`src/rtl/weave_pkg.sv`:
```
// Shared types and defaults for the weave-draft pin link transmitter.
package weave_pkg;

  typedef enum logic [1:0] {
    IDLE  = 2'd0,
    SHIFT = 2'd1,
    GAP   = 2'd2,
    PAR   = 2'd3
  } state_t;

  localparam int ROW_W_DEF = 8;
  localparam int ROWS_DEF  = 8;

  // A single-row frame still needs a one-bit index port.
  function automatic int idx_width(input int rows);
    return (rows > 1) ? $clog2(rows) : 1;
  endfunction

endpackage

```
`src/rtl/weave_bit_timer.sv`:
```
// Bit-period timer for the weave link: counts 2*CLK_DIV cycles per bit and
// marks the end of the low half (half_tick) and of the whole period (bit_tick).
module weave_bit_timer #(
  parameter int CLK_DIV = 4
) (
  input  logic clk,
  input  logic rst,
  input  logic clear,
  input  logic run,
  output logic half_tick,
  output logic bit_tick,
  output logic phase
);

  localparam int CNT_W = $clog2(2 * CLK_DIV);

  logic [CNT_W-1:0] cnt;

  assign half_tick = run && (cnt == CNT_W'(CLK_DIV - 1));
  assign bit_tick  = run && (cnt == CNT_W'(2 * CLK_DIV - 1));

  // NOTE: clocked state is updated with non-blocking assignments so every
  // flop samples the pre-edge values of its neighbours.
  always_ff @(posedge clk or posedge rst) begin
    if (rst) begin
      cnt   <= '0;
      phase <= 1'b0;
    end else if (clear) begin
      cnt   <= '0;
      phase <= 1'b0;
    end else if (run) begin
      if (bit_tick) begin
        cnt   <= '0;
        phase <= 1'b0;
      end else begin
        cnt <= cnt + CNT_W'(1);
        if (half_tick) phase <= 1'b1;
      end
    end
  end

endmodule

```
`src/rtl/weave_row_tx.sv`:
```
// Weave-draft row transmitter: serializes one ROW_W-bit row MSB-first onto
// ser_clk/ser_dat/ser_frame. Optional macro WEAVE_PARITY_EN appends an even-parity bit.
module weave_row_tx
  import weave_pkg::*;
#(
  parameter int ROW_W   = ROW_W_DEF,
  parameter int ROWS    = ROWS_DEF,
  parameter int CLK_DIV = 4
) (
  input  logic                         clk,
  input  logic                         rst,
  input  logic                         in_valid,
  input  logic [ROW_W-1:0]             in_data,
  output logic                         in_ready,
  input  logic                         frame_sync,
  output logic                         ser_clk,
  output logic                         ser_dat,
  output logic                         ser_frame,
  output logic [idx_width(ROWS)-1:0]   row_idx,
  output logic                         busy
);

  localparam int IDX_W = idx_width(ROWS);
  localparam int BIT_W = $clog2(ROW_W);

  state_t            state;
  state_t            state_next;
  logic [ROW_W-2:0]  shreg;
  logic [BIT_W-1:0]  bit_cnt;
  logic              sync_pend;
  logic              sync_pend_next;
  logic [IDX_W-1:0]  row_idx_next;
  logic              ser_dat_next;
  logic              ser_clk_next;
  logic              sending_next;
  logic              accept;
  logic              last_bit;
  logic              gap_done;
  logic              tail_bit;
  logic              half_tick;
  logic              bit_tick;
  logic              phase;

  assign accept   = (state == IDLE) && in_valid && in_ready;
  assign last_bit = (bit_cnt == BIT_W'(ROW_W - 1));
  assign gap_done = (state == GAP) && bit_tick;

  weave_bit_timer #(
    .CLK_DIV (CLK_DIV)
  ) u_timer (
    .clk       (clk),
    .rst       (rst),
    .clear     (accept),
    .run       (state != IDLE),
    .half_tick (half_tick),
    .bit_tick  (bit_tick),
    .phase     (phase)
  );

`ifdef WEAVE_PARITY_EN
  logic parity;

  always_ff @(posedge clk or posedge rst) begin
    if (rst)         parity <= 1'b0;
    else if (accept) parity <= ^in_data;
  end

  assign tail_bit = parity;
`else
  assign tail_bit = 1'b0;
`endif

  always_ff @(posedge clk or posedge rst) begin
    if (rst) state <= IDLE;
    else     state <= state_next;
  end

  // NOTE: every signal written here gets a default first, otherwise
  // paths that skip an assignment would infer a latch.
  always_comb begin
    state_next = state;
    case (state)
      IDLE:  if (accept) state_next = SHIFT;
      SHIFT: if (bit_tick && last_bit) begin
`ifdef WEAVE_PARITY_EN
        state_next = PAR;
`else
        state_next = GAP;
`endif
      end
      PAR:   if (bit_tick) state_next = GAP;
      GAP:   if (bit_tick) state_next = IDLE;
      default: state_next = IDLE;
    endcase
  end

  always_comb begin
    row_idx_next   = row_idx;
    sync_pend_next = sync_pend;
    ser_dat_next   = ser_dat;

    // A sync seen mid-row is deferred so the current row is never truncated.
    if (state == IDLE) begin
      if (frame_sync) row_idx_next = '0;
    end else if (gap_done) begin
      sync_pend_next = 1'b0;
      if (sync_pend || frame_sync || (row_idx == IDX_W'(ROWS - 1)))
        row_idx_next = '0;
      else
        row_idx_next = row_idx + IDX_W'(1);
    end else if (frame_sync) begin
      sync_pend_next = 1'b1;
    end

    if (accept) begin
      ser_dat_next = in_data[ROW_W-1];
    end else if (bit_tick) begin
      if (state == SHIFT) ser_dat_next = last_bit ? tail_bit : shreg[ROW_W-2];
      else                ser_dat_next = 1'b0;
    end
  end

  // ser_clk is the timer phase, held low outside data/parity periods.
  assign ser_clk_next = ((state == SHIFT) || (state == PAR)) &&
                        (half_tick || (phase && !bit_tick));
  assign sending_next = (state_next == SHIFT) || (state_next == PAR);

  always_ff @(posedge clk or posedge rst) begin
    if (rst) begin
      in_ready  <= 1'b0;
      busy      <= 1'b0;
      ser_clk   <= 1'b0;
      ser_dat   <= 1'b0;
      ser_frame <= 1'b0;
      row_idx   <= '0;
      sync_pend <= 1'b0;
      shreg     <= '0;
      bit_cnt   <= '0;
    end else begin
      in_ready  <= (state_next == IDLE);
      busy      <= (state_next != IDLE);
      ser_clk   <= ser_clk_next;
      ser_dat   <= ser_dat_next;
      ser_frame <= sending_next && (row_idx_next == '0);
      row_idx   <= row_idx_next;
      sync_pend <= sync_pend_next;
      if (accept) begin
        shreg   <= in_data[ROW_W-2:0];
        bit_cnt <= '0;
      end else if ((state == SHIFT) && bit_tick) begin
        shreg   <= shreg << 1;
        bit_cnt <= bit_cnt + BIT_W'(1);
      end
    end
  end

endmodule
```
`config.mk`:
```
export PLATFORM = sky130hd
export DESIGN_NAME = weave_row_tx
export DESIGN_NICKNAME = d
export VERILOG_FILES = /design/src/rtl/weave_pkg.sv /design/src/rtl/weave_bit_timer.sv /design/src/rtl/weave_row_tx.sv
export SDC_FILE = /design/constraint.sdc
export NUM_CORES = 1
export LEC_CHECK = 0
export BUFFER_PORTS_ARGS = -buffer_cell sky130_fd_sc_hd__buf_2
export CAP_MARGIN = 20
export CORE_MARGIN = 3
export CORE_UTILIZATION = 45
export DETAILED_ROUTE_END_ITERATION = 8
export GPL_TIMING_DRIVEN = 0
export PLACE_DENSITY = 0.66
export SLEW_MARGIN = 20
export SYNTH_ARGS = -nofsm -noshare
export SYNTH_HDL_FRONTEND = slang
export SYNTH_SLANG_ARGS = --single-unit
export TNS_END_PERCENT = 30
```
`constraint.sdc`:
```
create_clock -name clk -period 3.1 [get_ports clk]
set_clock_uncertainty 0.1 [all_clocks]
set_input_delay 0.31 -clock clk [delete_from_list [all_inputs] [get_ports clk]]
set_output_delay 0.31 -clock clk [all_outputs]
set_load 0.03 [all_outputs]
```
==> out/results.ini, run 1 <==
[run_status]
status=complete, no violations

[sta]
fin_tns_setup_ps=0
max_freq_mhz=503.6
min_period_over_period_pct=64.05
hold_viol=0
fin_ws_ps=1114
setup_viol_count_final=0
finalCriticalPeriod_ps=1986
maxSlewViolCount=0
slew_headroom_pct=37.45
worstMarginPinSlew_ps=937.3
rsz0062_at_grt=no

[clock_network]
cts.repair.resized=0
clk_pin_slew_ps=150
cts_setup_buffers=0
cts_tree=built
clock-sinks=25
cts_max_level=1
holdBufCountCts=0
clock_path_buffers=2
numCtsBuffers=3
clk_latency_ps=320
cts_root_buffer=clkbuf_4

[hold_path]
min_path_type=primary input to asynchronous set/reset pin

[logic_synthesis]
synth_area_um2=1181
synth_compound_area_share_pct=12.18
yosys.area_share.simple_pct=18.01
synth-adder-area-share_pct=7.415
synth_top_cells_by_area=dfrtp_1 (53%), ha_1 (7.4%), nand2_1 (6.0%), mux2i_1 (5.1%), o21ai_0 (3.8%)
yosys_warnings=0
synth_edf_count=0
synth.top_cell.area_share_pct=52.97
synth_top_cell_by_area=dfrtp_1
synth_cell_types=32
synth_ff_type=dfrtp_1
synthCells=112
synth-seq-cells=25
async_flop_share_pct=100.0
synth.top_cells.by_count=dfrtp_1 (25), nand2_1 (19), o21ai_0 (9)
synth_most_common_cell=dfrtp_1
yosys-mux-area-fraction_pct=5.085
synth_top_family_by_area=simple AND/OR/NAND/NOR gates
synth_xor_area_share_pct=0.7415
seq_area_frac_synth_pct=52.97
syn_area_per_cell_um2=10.55
synth_nets=131

[final_layout]
diodes=0
nFillCells=234
finalInstanceArea_um2=1341
multiInputGateArea_um2=513.0
seq_area_um2=625.6
area_growth_pct=13.56
drive_gt1_share_pct=24.44
final_nets=155

[routing]
drt_pass1_iterations=3
via_per_inst=5.258
initialDrtViolationCount=13
vias=857
routedWlPerCell_um=13.33
postRouteAntennaNets=0
routed_wirelength_um=2172
drc=0

[worst_setup_path]
cp-start-kind=flip-flop
path_max_fanout=10
slowest_delay_ps=410
timing.rr.start=u_timer.cnt[0]
worstSetupEndpointType=flip-flop
slowest_stage=buf_1
critPathLaunch=u_timer.cnt[0]
cp.required_ps=3250
r2r_end=shreg[1]
crit_top_cell=ha_1
path_buf_inv=1
critPathArrivalTime_ps=2140
rr_worst_depth=6
r2r_slack_ps=1110
crit_family=buffers and inverters
critical_path_class=flip-flop to flip-flop
crit_chain=ha_1 > ha_1 > buf_1 > nand2_2 > mux2i_1 > o21ai_0

[die]
die_w_um=57.23
placementRows=17
start_util_pct=50.48
io_pins=20
die_area_um2=3275
die_h_um=57.23
core-area_um2=2340

[grt]
grt_overflow=0
grt_pass1_vias=842
gr-usage-all-layers_pct=14.38
grt_max_degree=26
grt_pass1_wl_um=3705
antenna_found_initial=0

[placement]
hpwl_um=1590
pre_cts_ws_ps=1151
gp_congestion=0.7532
io_buffers=19
placed_cell_area_um2=1311

[pwr]
p_leak_nw=0.6869
vdd_drop_max_mv=0.4328
powerDensity_nw_per_um2=753.1

[run]
drv_cap=0

[state kept, by name, indices dropped and copies added, names as in the netlist]
signal / cells
u_timer.phase: 1
ser_clk: 1
row_idx: 3
bit_cnt: 3
sync_pend: 1
ser_frame: 1
busy: 1
u_timer.cnt: 3
in_ready: 1
state: 2
ser_dat: 1
shreg: 7
[cell type report]
class | count | area share (%)
flip-flops and latches | 25 | 46.64
multi-input cells | 79 | 38.25
repair buffers | 19 | 7.090
well taps | 28 | 2.612
plain buffers | 4 | 2.052
clock buffers | 3 | 1.679
inverters | 4 | 1.119
clock inverters | 1 | 0.5597
[through the flow]
stage / hold WS (ps) / cells / utilization (%) / power (mW)
global placement: 378.8 / 159 / 56.04 / 0.8517
finish: 63.19 / 163 / 57.33 / 1.010
global route: 67.63 / 163 / 57.33 / 1.091
detailed placement: 392.5 / 159 / 56.04 / 0.8660
floorplan: 237.3 / 112 / - / 0.7722
CTS: 64.26 / 163 / 57.33 / 1.018
[per-layer routing]
layer	wire length (um)	vias up	GRT usage [%]
li1	-	435	-
met1	1008	397	17.40
met2	1042	19	25.61
met3	85	6	2.036
met4	36	0	5.629
met5	0	-	0
[worst max-delay path by stage]
| stage | end | slack, ps | cells past startpoint |
|---|---|---|---|
| CTS | shreg[1] | 1130 | 6 |
| floorplan | ser_frame | 1210 | 6 |
| global route | shreg[3] | 950 | 6 |
| finish | shreg[1] | 1110 | 6 |
| detailed placement | shreg[1] | 1150 | 6 |
| global placement | shreg[5] | 1150 | 6 |
[where the power goes]
part           switching [mW]  internal, mW  total (mW)
clock                   0.105        0.0493       0.155
sequential             0.0652         0.439       0.504
combinational           0.206         0.145       0.351
total                   0.377         0.633        1.01
[placed cells by master, fill, tap and decap left out, drive strengths merged, types with 2 or more instances in the layout]
cell / count
dfrtp: 25
buf: 23
nand2: 20
o21ai: 9
a21oi: 8
ha: 7
mux2i: 6
nor2: 6
nand3: 5
inv: 4
clkbuf: 3
a2bb2oi: 2
nor3: 2
or2: 2
[worst reg2reg max path: cells and delay by family (launching register included)]
kind                     cells  cell delay [ps]
AO/OA/AOI/OAI                1              150
adder cells (fa/ha/maj)      2              390
buffers and inverters        1              410
flip-flops                   1              400
multiplexers                 1              180
AND/OR/NAND/NOR              1              290
[logic make-up (layout without fill, tap and decap cells)]
family                     Yosys count  in the layout
and+or+nand+nor                     41             41
DFF                                 25             25
muxes                                6              6
adders and majority gates            7              7
xor gates and xnor gates             1              1
buffers and inverters                8             31
AOI/OAI and AO/OA                   24             24
No activity file was read; power rests on OpenSTA's default activity.
==> run 2, diff against run 1 <==
--- a/config.mk
+++ b/config.mk
@@ -5,13 +5,14 @@
 export SDC_FILE = /design/constraint.sdc
 export NUM_CORES = 1
 export LEC_CHECK = 0
+export ABC_AREA = 1
 export BUFFER_PORTS_ARGS = -buffer_cell sky130_fd_sc_hd__buf_2
 export CAP_MARGIN = 20
 export CORE_MARGIN = 3
 export CORE_UTILIZATION = 45
 export DETAILED_ROUTE_END_ITERATION = 8
 export GPL_TIMING_DRIVEN = 0
-export PLACE_DENSITY = 0.66
+export PLACE_DENSITY = 0.69
 export SLEW_MARGIN = 20
 export SYNTH_ARGS = -nofsm -noshare
 export SYNTH_HDL_FRONTEND = slang
==> constraint.sdc (replaced) <==
create_clock -name clk -period 1.7 [get_ports clk]
set_clock_uncertainty 0.1 [all_clocks]
set_input_delay 0.17 -clock clk [delete_from_list [all_inputs] [get_ports clk]]
set_output_delay 0.17 -clock clk [all_outputs]
set_load 0.03 [all_outputs]
==> run 2 against run 1 <==
Effect of this change: synthesized cell count increased by 25%; final cell count increased by 26%; total power increased by 94%; worst setup slack got worse by 1000 ps; die area increased by 3.0%; final area increased by 15%; area after synthesis increased by 3.4%; critical path depth increased by 2; wire length increased by 18%; utilization increased by 4.0 points; clock power increased by 69%; sequential power increased by 80%; largest cell class unchanged.
==> out/results.ini, run 2 <==
[routing]
vias=1043  ; +22%
routed_wirelength_um=2561  ; +18%
drc=0  ; unchanged
initialDrtViolationCount=22  ; +9
via_per_inst=5.063  ; -3.7%
routedWlPerCell_um=12.43  ; -6.7%
postRouteAntennaNets=0  ; unchanged
drt_pass1_iterations=4  ; +1

[grt]
grt_overflow=0  ; unchanged
grt_max_degree=26  ; unchanged
gr-usage-all-layers_pct=16.04  ; +1.7 points
antenna_found_initial=0  ; unchanged
grt_pass1_wl_um=4291  ; +16%
grt_pass1_vias=1009  ; +20%

[logic_synthesis]
synth_top_cell_by_area=dfrtp_1
synth_area_um2=1221  ; +3.4%
synth_nets=159  ; +21%
synth.top_cells.by_count=nand2_1 (26), dfrtp_1 (25), inv_1 (19)
yosys_warnings=0  ; unchanged
synth_cell_types=22  ; -31%
seq_area_frac_synth_pct=51.23  ; -1.7 points
synth_ff_type=dfrtp_1
synthCells=140  ; +25%
synth_top_cells_by_area=dfrtp_1 (51%), nand2_1 (8.0%), ha_1 (7.2%), nand3_1 (7.0%), inv_1 (5.8%)
synth_most_common_cell=nand2_1
async_flop_share_pct=100.0  ; unchanged
synth-seq-cells=25  ; unchanged
synth.top_cell.area_share_pct=51.23  ; -1.7 points
syn_area_per_cell_um2=8.723  ; -17%
synth_edf_count=0  ; unchanged

[die]
placementRows=18  ; +1
die_w_um=58.10  ; +1.5%
die_area_um2=3375  ; +3.0%
start_util_pct=48.41  ; -2.1 points
core-area_um2=2522  ; +7.8%
die_h_um=58.10  ; +1.5%
io_pins=20  ; unchanged

[pwr]
p_leak_nw=0.8233  ; +20%
vdd_drop_max_mv=0.8106  ; +87%
powerDensity_nw_per_um2=1265  ; +68%

[worst_setup_path]
crit_family=flip-flops
path_buf_inv=2  ; +1
slowest_stage=dfrtp_1
critPathLaunch=u_timer.cnt[0]
crit_chain=ha_2 > ha_1 > buf_6 > nand3_4 > buf_6 > o21ai_1 > o21ai_1 > o21ai_0
timing.rr.start=u_timer.cnt[0]
cp-start-kind=flip-flop
critPathArrivalTime_ps=1710  ; -430 ps
path_max_fanout=8  ; -2
critical_path_class=flip-flop to flip-flop
cp.required_ps=1810  ; -1440 ps
slowest_delay_ps=420  ; about the same
worstSetupEndpointType=flip-flop

[clock_network]
clock-sinks=25  ; unchanged
clk_pin_slew_ps=140  ; about the same
cts_max_level=1  ; unchanged
cts_tree=built
cts_root_buffer=clkbuf_4
numCtsBuffers=3  ; unchanged
clock_path_buffers=2  ; unchanged
clk_latency_ps=310  ; about the same

[final_layout]
final_common_cell=dfrtp_1
area_growth_pct=26.74
largest_reg_flops=7  ; unchanged
top_register=shreg
mostFrequentLayoutCells=dfrtp_1 (25), nand2_1 (22), buf_2 (20)
diodes=0  ; unchanged
drive_gt1_share_pct=26.14  ; +1.7 points
stdcell_count=206  ; +26%
nFillCells=220  ; -6.0%
final_nets=196  ; +26%
post-route-util_pct=61.36  ; +4.0 points

[sta]
max_freq_mhz=625.5  ; +24%
slew_headroom_pct=38.28  ; +0.83 points
fin_tns_setup_ps=0  ; unchanged
min_period_over_period_pct=94.05  ; +30 points
hold_viol=0  ; unchanged
setup_viol_count_final=0  ; unchanged
fin_ws_ps=101.2  ; -1013 ps
finalCriticalPeriod_ps=1599  ; -386.9 ps
maxSlewViolCount=0  ; unchanged
worstMarginPinSlew_ps=924.8  ; -12.43 ps
whs_ps=69.38  ; +6.187 ps

[placement]
dp_cells=189  ; +19%
hpwl_um=1750  ; +10%
io_buffers=19  ; unchanged
gp_congestion=0.8451  ; +12%
pre_cts_ws_ps=-77.40  ; -1229 ps

[run]
drv_cap=0  ; unchanged

[hold_path]
min_from=in_valid
min_path_type=primary input to flip-flop

[run_status]
status=complete, no violations

==> run 2: cell count changes after synthesis, sizes merged, moves of 2 or more <==
cell	previous run	this run
nor2	6	13
nand2	20	28
a2bb2oi	2	0
o211ai	0	2
nor3	2	0
buf	4	2
mux2i	6	0
a21oi	8	2
o21ai	9	15
nand3	5	17
inv	4	21
==> run 2: logic make-up after synthesis <==
logic type	share of synthesized area, %
simple gates	21.11
flops	51.23
buf+inv	8.402
compound gates	10.66
fa+ha+maj	7.172
xor+xnor	1.435
==> run 2: routing by layer <==
layer | track usage [%] | routed length [um] | vias up
met5 | 0 | 0 | -
met4 | 3.311 | 30 | 0
met3 | 2.227 | 135 | 4
met2 | 26.94 | 1225 | 30
li1 | - | - | 527
met1 | 22.16 | 1169 | 482
==> run 2: worst paths after layout <==
| path | endpoint | slack (ps) | cells past startpoint |
|---|---|---|---|
| setup / recovery | shreg[2] | 100 | 8 |
| hold / removal | u_timer.cnt[1] | 70 | 4 |
| setup reg to reg | shreg[2] | 100 | 8 |
| hold reg to reg | u_timer.phase | 410 | 2 |
| max in group asynchronous | u_timer.phase | 450 | 3 |
| min in group asynchronous | shreg[5] | 480 | 3 |
==> run 2: metrics by stage <==
step | power [mW] | area [um^2]
detailed placement | 1.587 | 1354
global placement | 1.547 | 1354
finish | 1.958 | 1548
global route | 2.122 | 1548
CTS | 1.896 | 1488
floorplan | 1.408 | 1221
==> run 2: worst min-delay path: stages <==
cell     delay, ps
buf_2           70
nand2_1         70
nand3_1         90
nand2_1         50
==> run 2: power breakdown <==
part / internal [mW] / switching, mW / total (mW)
registers: 0.798 / 0.107 / 0.905
logic: 0.337 / 0.454 / 0.791
clock network: 0.0895 / 0.173 / 0.262
==> run 2: timing repair <==
action,4_1_cts,5_1_grt
endpoints found under the hold margin,32,0
cloned,0,1
endpoints found under the setup margin,4,6
gates resized for setup,4,13
buffers inserted,1,3
hold buffers,8,0
==> run 2: area by class of cell <==
class | count | area, um^2 | area share, %
Sequential cell | 25 | 625.6 | 40.42
Multi-Input combinational cell | 91 | 531.8 | 34.36
Timing Repair Buffer | 32 | 210.2 | 13.58
Inverter | 21 | 78.83 | 5.093
Tap cell | 30 | 37.54 | 2.425
Buffer | 3 | 33.78 | 2.183
Clock buffer | 3 | 22.52 | 1.455
Clock inverter | 1 | 7.507 | 0.4850
==> run 3, diff against run 2 <==
--- a/config.mk
+++ b/config.mk
@@ -8,11 +8,11 @@
 export ABC_AREA = 1
 export BUFFER_PORTS_ARGS = -buffer_cell sky130_fd_sc_hd__buf_2
 export CAP_MARGIN = 20
-export CORE_MARGIN = 3
 export CORE_UTILIZATION = 45
 export DETAILED_ROUTE_END_ITERATION = 8
 export GPL_TIMING_DRIVEN = 0
-export PLACE_DENSITY = 0.69
+export MAX_ROUTING_LAYER = met4
+export PLACE_DENSITY = 0.66
 export SLEW_MARGIN = 20
 export SYNTH_ARGS = -nofsm -noshare
 export SYNTH_HDL_FRONTEND = slang
==> constraint.sdc (replaced) <==
create_clock -name clk -period 2 [get_ports clk]
set_clock_uncertainty 0.1 [all_clocks]
set_input_delay 0.2 -clock clk [delete_from_list [all_inputs] [get_ports clk]]
set_output_delay 0.2 -clock clk [all_outputs]
set_load 0.03 [all_outputs]
==> run 3 against run 2 <==
Effect of this change: utilization is 3.7 points lower; sequential share of layout area is 2.6 points higher; clock power is 14% lower; clock-buffer cell count is 1 higher; flip-flop and latch count stayed put; die area is 13% lower; combinational power is 28% lower; via count is 2.9% lower; critical path depth is 1 lower; critical endpoint is now bit_cnt[0]; largest power group unchanged; highest routed layer unchanged.
==> out/results.ini, run 3 (synthesized netlist as in run 2, its figures left out) <==
[grt]
grt.busiest_layer=met2
antenna_found_initial=0  ; unchanged
grt_pass1_vias=969  ; -4.0%
grt_overflow=0  ; unchanged
met1_usage_pct=21.23  ; -0.93 points
grt_max_degree=26  ; unchanged
grt_pass1_wl_um=3801  ; -11%
globalRouteMet3Util_pct=3.390  ; +1.2 points
use_met2_pct=32.92  ; +6.0 points
gr-usage-all-layers_pct=19.34  ; +3.3 points

[pwr]
finalPower_mw=1.561  ; -20%
vdd_drop_max_mv=0.7309  ; -9.8%
p_seq_share_pct=48.9  ; +2.7 points
power_switching_share_pct=37.38  ; -0.094 points
p_comb_share_pct=36.7  ; -3.7 points
p_int_mw=0.9776  ; -20%
p_clk_share_pct=14.4  ; +1.0 points
power.switching_mw=0.5836  ; -20%
p_leak_nw=0.7956  ; -3.4%
powerDensity_nw_per_um2=1073  ; -15%

[final_layout]
final_nets=190  ; -3.1%
final_common_cell=nand2_1
post-route-util_pct=57.69  ; -3.7 points
top_register=shreg
mostFrequentLayoutCells=nand2_1 (26), dfrtp_1 (25), inv_1 (19), buf_2 (19), nand3_1 (17)
finalInstanceArea_um2=1455  ; -6.0%
area_growth_pct=19.16
stdcell_count=200  ; -2.9%
diodes=0  ; unchanged
drive_gt1_share_pct=18.24  ; -7.9 points
largest_reg_flops=7  ; unchanged

[worst_setup_path]
critical_path_class=flip-flop to flip-flop
crit_top_cell=ha_1
r2r_slack_ps=210  ; +110 ps
crit_family=flip-flops
cp.required_ps=2110  ; +300 ps
crit_chain=ha_1 > ha_1 > clkbuf_2 > nand3_1 > buf_4 > xor2_1 > nor2_1
worstSetupEndpointType=flip-flop
slowest_delay_ps=420  ; about the same
critPathArrivalTime_ps=1900  ; +190 ps
path_max_fanout=10  ; +2
cp-start-kind=flip-flop
path_buf_inv=2  ; unchanged
slowest_stage=dfrtp_1

[clock_network]
numCtsBuffers=3  ; unchanged
clock_path_buffers=2  ; unchanged
clk_latency_ps=320  ; about the same
clk_pin_slew_ps=130  ; about the same
cts_root_buffer=clkbuf_4
cts_max_level=1  ; unchanged
holdBufCountCts=6  ; -2
cts_tree=built
cts_setup_buffers=0  ; -1
clock-sinks=25  ; unchanged
cts.repair.resized=0  ; -4

[routing]
postRouteAntennaNets=0  ; unchanged
drt_pass1_iterations=4  ; unchanged
vias=1013  ; -2.9%
via_per_inst=5.065  ; about the same
routed_wirelength_um=2297  ; -10%
initialDrtViolationCount=12  ; -45%
drc=0  ; unchanged
routedWlPerCell_um=11.49  ; -7.6%

[sta]
whs_ps=14.05  ; -55.33 ps
worstMarginPinSlew_ps=262.4  ; -662.4 ps
setup_viol_count_final=0  ; unchanged
rsz0062_at_grt=no
slew_headroom_pct=82.49  ; +44 points
fin_tns_setup_ps=0  ; unchanged
fin_ws_ps=213.9  ; +112.7 ps
maxSlewViolCount=0  ; unchanged
min_period_over_period_pct=89.30  ; -4.7 points
finalCriticalPeriod_ps=1786  ; +187.3 ps
max_freq_mhz=559.9  ; -10%
hold_viol=0  ; unchanged

[placement]
gp_congestion=0.7672  ; -9.2%
dp_cells=189  ; unchanged
hpwl_um=1680  ; -4.0%
pre_cts_ws_ps=244.1  ; +321.5 ps
io_buffers=19  ; unchanged
placed_cell_area_um2=1354  ; unchanged

[die]
core-area_um2=2522  ; unchanged
die_h_um=54.10  ; -6.9%
die_area_um2=2926  ; -13%
placementRows=18  ; unchanged
io_pins=20  ; unchanged
start_util_pct=48.41  ; unchanged
die_w_um=54.10  ; -6.9%

[run]
drv_cap=0  ; unchanged

[run_status]
status=complete, no violations

[hold_path]
min_path_type=primary input to flip-flop

==> run 3: cell types whose count changed in the layout (fill, tap and decap cells not counted), moves of 2 or more <==
cell / previous run / this run
nand2_1: 22 / 26
nand3_1: 15 / 17
nor2_2: 2 / 0
nand2_2: 6 / 2
buf_4: 4 / 1
buf_6: 3 / 1
dlygate4sd3_1: 8 / 6
nor2_1: 10 / 12
o21ai_0: 6 / 8
==> run 3: tightest hold or removal path, cell delays in order <==
cell and delay, ps:
buf_2 80, o21ai_1 60, o21ai_1 70
==> run 3: per-layer routing <==
layer / up-vias / part of all wire [%]
met5: - / 0
met4: 0 / 2.0
met3: 5 / 2.3
met2: 17 / 49
met1: 476 / 46
li1: 515 / -
==> run 3: power by group through the flow <==
stage	sequential (mW)	clock, mW	combinational, mW
final	0.763	0.225	0.572
after global routing	0.780	0.254	0.661
after CTS	0.765	0.239	0.578
after detailed placement	0.778	0	0.564
after global placement	0.768	0	0.549
after floorplan	0.834	0	0.363
==> run 3: area by class of cell <==
| class | count | area [um^2] |
|---|---|---|
| Clock buffer | 4 | 26.28 |
| Multi-Input combinational cell | 91 | 493.0 |
| Buffer | 3 | 23.77 |
| Fill cell | 254 | 1067 |
| Timing Repair Buffer | 26 | 170.2 |
| Inverter | 21 | 78.83 |
| Sequential cell | 25 | 625.6 |
| Tap cell | 30 | 37.54 |
==> run 3: final timing paths <==
path	startpoint	endpoint	cells after the start
min in group asynchronous	rst	shreg[4]	3
max reg2reg	u_timer.cnt[0]	bit_cnt[0]	7
max	u_timer.cnt[0]	bit_cnt[0]	7
min reg2reg	shreg[0]	shreg[0]	2
min	in_data[4]	shreg[4]	3
max in group asynchronous	rst	bit_cnt[2]	4
